==> config.mk <==
export PLATFORM = sky130hd
export DESIGN_NAME = ddr_strobe_seq
export DESIGN_NICKNAME = d
export VERILOG_FILES = /design/src/rtl/ddr_strobe_pkg.sv /design/src/rtl/ddr_out_cell.sv /design/src/rtl/ddr_strobe_seq.sv
export SDC_FILE = /design/constraint.sdc
export NUM_CORES = 1
export LEC_CHECK = 0
export BUFFER_PORTS_ARGS = -buffer_cell sky130_fd_sc_hd__buf_2
export CAP_MARGIN = 0
export CORE_ASPECT_RATIO = 0.6
export CORE_UTILIZATION = 28
export CTS_CLUSTER_SIZE = 40
export DETAILED_ROUTE_END_ITERATION = 6
export PLACE_DENSITY_LB_ADDON = 0.05
export SYNTH_ARGS = -nofsm -noshare
export SYNTH_HDL_FRONTEND = slang
export SYNTH_HIERARCHICAL = 1
export SYNTH_SLANG_ARGS = --single-unit
==> constraint.sdc <==
create_clock -name clk -period 2.5 [get_ports clk]
set_input_delay 0.25 -clock clk [delete_from_list [all_inputs] [get_ports clk]]
set_output_delay 0.25 -clock clk [all_outputs]
set_load 0.05 [all_outputs]
==> src/rtl/ddr_strobe_pkg.sv <==
// Shared types and helpers for the RV4028 DDR strobe sequencer.
// Holds the sequencer state encoding, the idle (inactive) strobe level and
// the width helpers used to size the cycle counter and half-slot numbers.
package ddr_strobe_pkg;

    typedef enum logic [1:0] {
        IDLE = 2'd0,
        RUN  = 2'd1,
        WAIT = 2'd2
    } seqState_e;

    // Strobes are active low, so the parked level is high.
    localparam logic STROBE_IDLE = 1'b1;

    // Bits needed to hold a clock count 0..maxClks.
    function automatic int cycWidth(input int maxClks);
        return $clog2(maxClks + 1);
    endfunction

    // Bits needed to hold a half-slot number 0..2*maxClks.
    function automatic int slotWidth(input int maxClks);
        return $clog2(2 * maxClks + 1);
    endfunction

endpackage

==> src/rtl/ddr_out_cell.sv <==
// One DDR output pin modelled on the iCE40 SB_IO DDR output register pair.
// dPos_i is captured on the rising edge and driven while clk is high,
// dNeg_i is captured on the falling edge and driven while clk is low.
// Both registers set asynchronously to the idle strobe level on rst.
module ddr_out_cell
    import ddr_strobe_pkg::*;
(
    input  logic clk,
    input  logic rst,
    input  logic dPos_i,
    input  logic dNeg_i,
    output logic pin_o
);

    logic posR_q;
    logic negR_q;

    // Rising-edge half of the pair: value shown during the clk-high phase.
    always_ff @(posedge clk or posedge rst) begin
        if (rst) begin
            posR_q <= STROBE_IDLE;
        end else begin
            posR_q <= dPos_i;
        end
    end

    // Falling-edge half of the pair: value shown during the clk-low phase.
    always_ff @(negedge clk or posedge rst) begin
        if (rst) begin
            negR_q <= STROBE_IDLE;
        end else begin
            negR_q <= dNeg_i;
        end
    end

    assign pin_o = clk ? posR_q : negR_q;

endmodule

==> src/rtl/ddr_strobe_seq.sv <==
// Multi-channel half-cycle bus strobe sequencer for the RV4028 external bus.
// One accepted bus cycle is expanded into active-low strobe waveforms with
// half-clock resolution and driven out through per-channel DDR cells.
//
// Build option: define DDR_STROBE_WAIT_EN to include wait-state stretching
// (wait_n sampled at clock wait_cyc) with a WAIT_TIMEOUT abort and err pulse.
// Without it every cycle lasts exactly len clocks and err stays low.
//
// Pipeline: the value for even slot 2c is registered in posVal_q at E(c) and
// the value for odd slot 2c+1 in negVal_q at E(c+1); the cells add one more
// register stage, so slot 0 appears in the high phase after E1.
module ddr_strobe_seq
    import ddr_strobe_pkg::*;
#(
    parameter int CHANNELS     = 2,
    parameter int MAX_CLKS     = 8,
    parameter int WAIT_TIMEOUT = 255,
    localparam int CW = cycWidth(MAX_CLKS),
    localparam int SW = slotWidth(MAX_CLKS)
) (
    input  logic                     clk,
    input  logic                     rst,
    input  logic                     start,
    output logic                     ready,
    input  logic [CW-1:0]            len,
    input  logic [CHANNELS*SW-1:0]   assert_slot,
    input  logic [CHANNELS*SW-1:0]   deassert_slot,
    input  logic [CHANNELS-1:0]      chan_en,
    input  logic [CW-1:0]            wait_cyc,
    input  logic                     wait_n,
    output logic                     done,
    output logic                     err,
    output logic [CHANNELS-1:0]      strobe_n
);

    localparam logic [CHANNELS-1:0] ALL_IDLE = {CHANNELS{STROBE_IDLE}};

    seqState_e                 state_q, state_d;
    logic [CW-1:0]             cyc_q, cyc_d;
    logic [CW-1:0]             lastCyc_q, lastCyc_d;
    logic [CHANNELS-1:0]       chanEn_q, chanEn_d;
    logic [CHANNELS*SW-1:0]    assertSlot_q, assertSlot_d;
    logic [CHANNELS*SW-1:0]    deassertSlot_q, deassertSlot_d;
    logic [CHANNELS-1:0]       posVal_q, posVal_d;
    logic [CHANNELS-1:0]       negVal_q, negVal_d;
    logic                      done_q, done_d;
    logic                      err_q, err_d;
    logic                      abortNow;
    logic [CHANNELS-1:0]       cellPos;
    logic [SW-1:0]             slotEven;
    logic [SW-1:0]             slotOdd;
    logic [SW-1:0]             slotNext;

`ifdef DDR_STROBE_WAIT_EN
    localparam int WW = (WAIT_TIMEOUT < 2) ? 1 : $clog2(WAIT_TIMEOUT);
    logic [CW-1:0]             waitCyc_q, waitCyc_d;
    logic [WW-1:0]             waitCnt_q, waitCnt_d;
`else
    localparam int unusedTimeout = WAIT_TIMEOUT;
    logic unusedWaitInputs;
    assign unusedWaitInputs = ^{wait_n, wait_cyc};
`endif

    // Pin levels for every channel in half-slot s under a given configuration.
    function automatic logic [CHANNELS-1:0] slotLevels(
        input logic [SW-1:0]          s,
        input logic [CHANNELS-1:0]    en,
        input logic [CHANNELS*SW-1:0] asv,
        input logic [CHANNELS*SW-1:0] dsv
    );
        logic [CHANNELS-1:0] lv;
        lv = ALL_IDLE;
        for (int i = 0; i < CHANNELS; i++) begin
            if (en[i] && (asv[i*SW +: SW] <= s) && (s < dsv[i*SW +: SW])) begin
                lv[i] = ~STROBE_IDLE;
            end
        end
        return lv;
    endfunction

    assign slotEven = SW'({cyc_q, 1'b0});
    assign slotOdd  = SW'({cyc_q, 1'b1});
    assign slotNext = slotEven + SW'(2);

    // Sequencer next-state: accept, advance one bus clock per edge, stretch on wait.
    always_comb begin
        state_d        = state_q;
        cyc_d          = cyc_q;
        lastCyc_d      = lastCyc_q;
        chanEn_d       = chanEn_q;
        assertSlot_d   = assertSlot_q;
        deassertSlot_d = deassertSlot_q;
        posVal_d       = posVal_q;
        negVal_d       = negVal_q;
        done_d         = 1'b0;
        err_d          = 1'b0;
        abortNow       = 1'b0;
`ifdef DDR_STROBE_WAIT_EN
        waitCyc_d      = waitCyc_q;
        waitCnt_d      = waitCnt_q;
`endif
        case (state_q)
            IDLE: begin
                posVal_d = ALL_IDLE;
                negVal_d = ALL_IDLE;
                if (start) begin
                    state_d        = RUN;
                    cyc_d          = '0;
                    lastCyc_d      = (len == '0) ? '0 : (len - CW'(1));
                    chanEn_d       = chan_en;
                    assertSlot_d   = assert_slot;
                    deassertSlot_d = deassert_slot;
                    posVal_d       = slotLevels('0, chan_en, assert_slot, deassert_slot);
`ifdef DDR_STROBE_WAIT_EN
                    waitCyc_d      = wait_cyc;
`endif
                end
            end
            RUN, WAIT: begin
                negVal_d = slotLevels(slotOdd, chanEn_q, assertSlot_q, deassertSlot_q);
`ifdef DDR_STROBE_WAIT_EN
                if ((state_q == WAIT) && !wait_n) begin
                    posVal_d = slotLevels(slotEven, chanEn_q, assertSlot_q, deassertSlot_q);
                    if (waitCnt_q == WW'(WAIT_TIMEOUT - 1)) begin
                        state_d  = IDLE;
                        err_d    = 1'b1;
                        posVal_d = ALL_IDLE;
                        negVal_d = ALL_IDLE;
                        abortNow = 1'b1;
                    end else begin
                        waitCnt_d = waitCnt_q + WW'(1);
                    end
                end else if ((cyc_q == waitCyc_q) && !wait_n) begin
                    state_d   = WAIT;
                    waitCnt_d = '0;
                    posVal_d  = slotLevels(slotEven, chanEn_q, assertSlot_q, deassertSlot_q);
                end else
`endif
                if (cyc_q == lastCyc_q) begin
                    state_d  = IDLE;
                    done_d   = 1'b1;
                    posVal_d = ALL_IDLE;
                end else begin
                    state_d  = RUN;
                    cyc_d    = cyc_q + CW'(1);
                    posVal_d = slotLevels(slotNext, chanEn_q, assertSlot_q, deassertSlot_q);
                end
            end
            default: begin
                state_d = IDLE;
            end
        endcase
    end

    // Sequencer state, latched configuration and the slot values feeding the cells.
    always_ff @(posedge clk or posedge rst) begin
        if (rst) begin
            state_q        <= IDLE;
            cyc_q          <= '0;
            lastCyc_q      <= '0;
            chanEn_q       <= '0;
            assertSlot_q   <= '0;
            deassertSlot_q <= '0;
            posVal_q       <= ALL_IDLE;
            negVal_q       <= ALL_IDLE;
            done_q         <= 1'b0;
            err_q          <= 1'b0;
`ifdef DDR_STROBE_WAIT_EN
            waitCyc_q      <= '0;
            waitCnt_q      <= '0;
`endif
        end else begin
            state_q        <= state_d;
            cyc_q          <= cyc_d;
            lastCyc_q      <= lastCyc_d;
            chanEn_q       <= chanEn_d;
            assertSlot_q   <= assertSlot_d;
            deassertSlot_q <= deassertSlot_d;
            posVal_q       <= posVal_d;
            negVal_q       <= negVal_d;
            done_q         <= done_d;
            err_q          <= err_d;
`ifdef DDR_STROBE_WAIT_EN
            waitCyc_q      <= waitCyc_d;
            waitCnt_q      <= waitCnt_d;
`endif
        end
    end

    // A timeout parks the rising-edge registers at once so the pins go high
    // from the very next slot instead of replaying the stretched one.
    assign cellPos = abortNow ? ALL_IDLE : posVal_q;

    assign ready = (state_q == IDLE);
    assign done  = done_q;
    assign err   = err_q;

    for (genvar g = 0; g < CHANNELS; g++) begin : gCell
        ddr_out_cell uCell (
            .clk    (clk),
            .rst    (rst),
            .dPos_i (cellPos[g]),
            .dNeg_i (negVal_q[g]),
            .pin_o  (strobe_n[g])
        );
    end

endmodule

==> run_results.csv <==
group,metric,value,unit
worst_setup_path,crit_chain,"mux2_4, buf_8",
die,rows,25,
worst_setup_path,slowest_stage,"dfstp_2",
clocking,clk_latency,0.48,ns
worst_setup_path,crit_required,2.25,ns
logic_synthesis,async_reset_ff_share,100,%
worst_hold_path,min_path_type,"input pin to flop",
power,power.total,4.31,mW
power,internal_power,2.65,mW
sta,hold_violations,0,
power,netSwitchingFraction,38.5,%
route,wl,5.79,mm
global_routing,antenna_found_initial,0,
sta,slew_viol_final,0,
worst_setup_path,crit_buf_inv,1,
logic_synthesis,synth_mux_area_share,12.0,%
logic_synthesis,netlist_area,0.00235,mm2
logic_synthesis,synthCells,215,
power,share_comb_of_total_power,44.7,%
clocking,clk_pin_slew,0.06,ns
clocking,cts_tree,"built",
logic_synthesis,synth_compound_area_share,11.7,%
worst_setup_path,path_delay_family,"flip-flops",
worst_setup_path,max_stage_delay,0.50,ns
route,drt_iter0_drc,76,
logic_synthesis,synth_fa_ha_area_share,14.2,%
route,num_vias,1701,
die,chipHeight,72.9,um
worst_setup_path,crit_arrival,2.51,ns
place,dp.cells,361,
power,p_per_area,1450,mW/mm2
final_layout,drive_above_1_share,34.2,%
die,die-area,0.00876,mm2
route,ant_nets,0,
worst_setup_path,worst-path-max-fanout,1,
logic_synthesis,synth_common_cells,"dfrtp_1 (32), ha_1 (25), inv_1 (23)",
worst_setup_path,start_kind,"flop",
global_routing,grt_pass1_wl,9.28,mm
clocking,postCtsSetupRepairBufs,0,
logic_synthesis,ys_warn_count,6,
sta,setup_tns,-0.524,ns
sta,hold-worst-slack,0.0775,ns
power,p_sw,1.66,mW
final_layout,final_nets,324,
route,avgViaCountPerCell,4.55,
status,violations,"negative setup slack",
die,core_area,0.00801,mm2
die,die_w,120,um
final_layout,area_growth,27.2,%
logic_synthesis,synth_cell_types,45,
sta,clock-skew-final,0.0865,ns
global_routing,grt_usage,15.0,%
power,peakVddDrop,0.312,mV
final_layout,n_antenna_cell,0,
worst_setup_path,critPathKind,"flop to primary output",
die,start_util,29.3,%
final_layout,utilization,37.3,%
power,clockPowerShare,26.8,%
sta,setup_violations,2,
logic_synthesis,synth_most_common_cell,"dfrtp_1",
status,status,"finished with violations",
logic_synthesis,synthSimpleGateAreaFrac,11.4,%
worst_setup_path,worst_setup_path_end_kind,"primary output",
logic_synthesis,synth_edf_count,0,
job,drv_cap,0,
route,wl_met3,283,um
logic_synthesis,synth.largest_area_cell,"dfrtp_1",
sta,worst_slack,-0.262,ns
place,io_buffers,32,
sta,slew-limit-headroom,48.3,%
place,dp_hpwl,4.36,mm
route,met2WireLength,2.22,mm
global_routing,grt_max_degree,37,
route,wire_per_inst,15.5,um
power,p_leak,1.42,nW
logic_synthesis,syn-num-nets,274,
route,top_layer_used,"met4",
final_layout,fillCellCount,816,
global_routing,grt_pass1_vias,1701,
logic_synthesis,syn_avg_cell_area,10.9,um2
logic_synthesis,synth_top_area_share,34.1,%
logic_synthesis,synth_area_leaders,"dfrtp_1 (34%), ha_1 (13%), mux2_2 (9.1%)",
route,wl_met1,3.22,mm
global_routing,gr-total-overflow,0,
place,place.gp.congestion,0.704,
sta,grt_setup_unrepaired,"true",
die,ios,39,
logic_synthesis,synth_top_family_by_area,"adder cells",
route,drtPass1Iterations,4,
logic_synthesis,synth_ff_type,"dfrtp_1",
logic_synthesis,synth-xor-area-share,2.56,%
power,pwr-share-seq,28.5,%
final_layout,finalNonFillerCells,374,
logic_synthesis,ys_ff_latch,40,
sta,worst_slew_pin_slew,0.770,ns
logic_synthesis,ys_seq_area_share,43.1,%
route,drc,0,
-- logic make-up after synthesis --
kind of cell               Yosys count
AOI/OAI and AO/OA                   39
other                                1
adders and majority gates           27
and+or+nand+nor                     49
DFF                                 40
xor gates and xnor gates             6
muxes                               24
buffers and inverters               29
-- registers in the layout (all words and copies together), names as in the netlist, 2 cells and up --
register / cells
chanEn_q: 2
cyc_q: 4
lastCyc_q: 4
gCell.uCell/posR_q: 2
assertSlot_q: 10
negVal_q: 2
cellPos: 2
gCell.uCell/negR_q: 2
deassertSlot_q: 10
-- layout make-up --
type,count,area (um2),share of cell area (%)
multi-input combinational,146,1220,40.9
sequential,40,1010,33.9
clock buffer,12,269,9.01
timing repair buffer,43,250,8.39
tap,108,135,4.53
inverter,21,78.8,2.64
clock inverter,4,20.0,0.671
-- worst paths after layout --
| kind | endpoint | cells past startpoint | startpoint | slack [ns] |
|---|---|---|---|---|
| max | strobe_n[0] | 2 | gCell[0].uCell/negR_q | -0.26 |
| min | deassertSlot_q[1] | 2 | deassert_slot[1] | 0.08 |
| max reg2reg | cellPos[0] | 8 | cyc_q[0] | 0.10 |
| min reg2reg | gCell[0].uCell/posR_q | 0 | cellPos[0] | 0.36 |
| max in group asynchronous | gCell[0].uCell/negR_q | 3 | rst | 0.87 |
| min in group asynchronous | gCell[0].uCell/posR_q | 3 | rst | 0.44 |
-- through the flow --
step           instance area (um2)  worst slack, ns
2_1_floorplan                 2350            0.227
3_3_place_gp                  2700            0.143
3_5_place_dp                  2700            0.117
4_1_cts                       2980           -0.279
5_1_grt                       2980           -0.313
6_report                      2980           -0.262
-- worst register-to-register path, cell delays in order (launching register included) --
cell and delay, ns:
dfrtp_1 0.39, ha_1 0.37, inv_1 0.08, ha_1 0.29, nor2b_1 0.14, o21a_1 0.16
maj3_1 0.42, a2111oi_4 0.37, a21oi_1 0.11
-- timing repair --
action | 4_1_cts | 5_1_grt
endpoints found under the hold margin | 2 | 0
setup endpoints to repair | 2 | 2
pin swaps | 0 | 0
gates resized for setup | 6 | 0
hold buffers | 1 | 0
cloned | 0 | 0
-- layer usage --
metal	vias up	global-route usage, %
met4	0	6.53
met3	5	6.02
met2	25	18.3
li1	860	-
met1	811	22.2
met5	-	0
-- power groups by stage --
| stage | Sequential (mW) | Clock, mW | Combinational (mW) |
|---|---|---|---|
| 6_report | 1.23 | 1.16 | 1.93 |
| 2_1_floorplan | 1.19 | 0.108 | 1.39 |
| 5_1_grt | 1.28 | 1.24 | 2.19 |
| 3_5_place_dp | 1.24 | 0.118 | 1.94 |
| 4_1_cts | 1.24 | 1.19 | 1.95 |
| 3_3_place_gp | 1.25 | 0.118 | 1.94 |
-- cell usage in the layout (no fill, tap or decap), types with 3 or more instances in the layout --
master	count
dfrtp_1	32
nand3_1	6
a21o_1	4
buf_2	30
buf_4	12
nand2_1	12
dfstp_2	8
a21oi_1	9
nor3_1	5
mux2_2	19
or4_1	3
ha_1	25
clkbuf_16	9
o21ai_0	4
xor2_1	4
inv_1	23
mux2_4	3
nor2_1	6
nor2b_1	6
o21ai_1	8
Power figures use the tool's default switching activity.
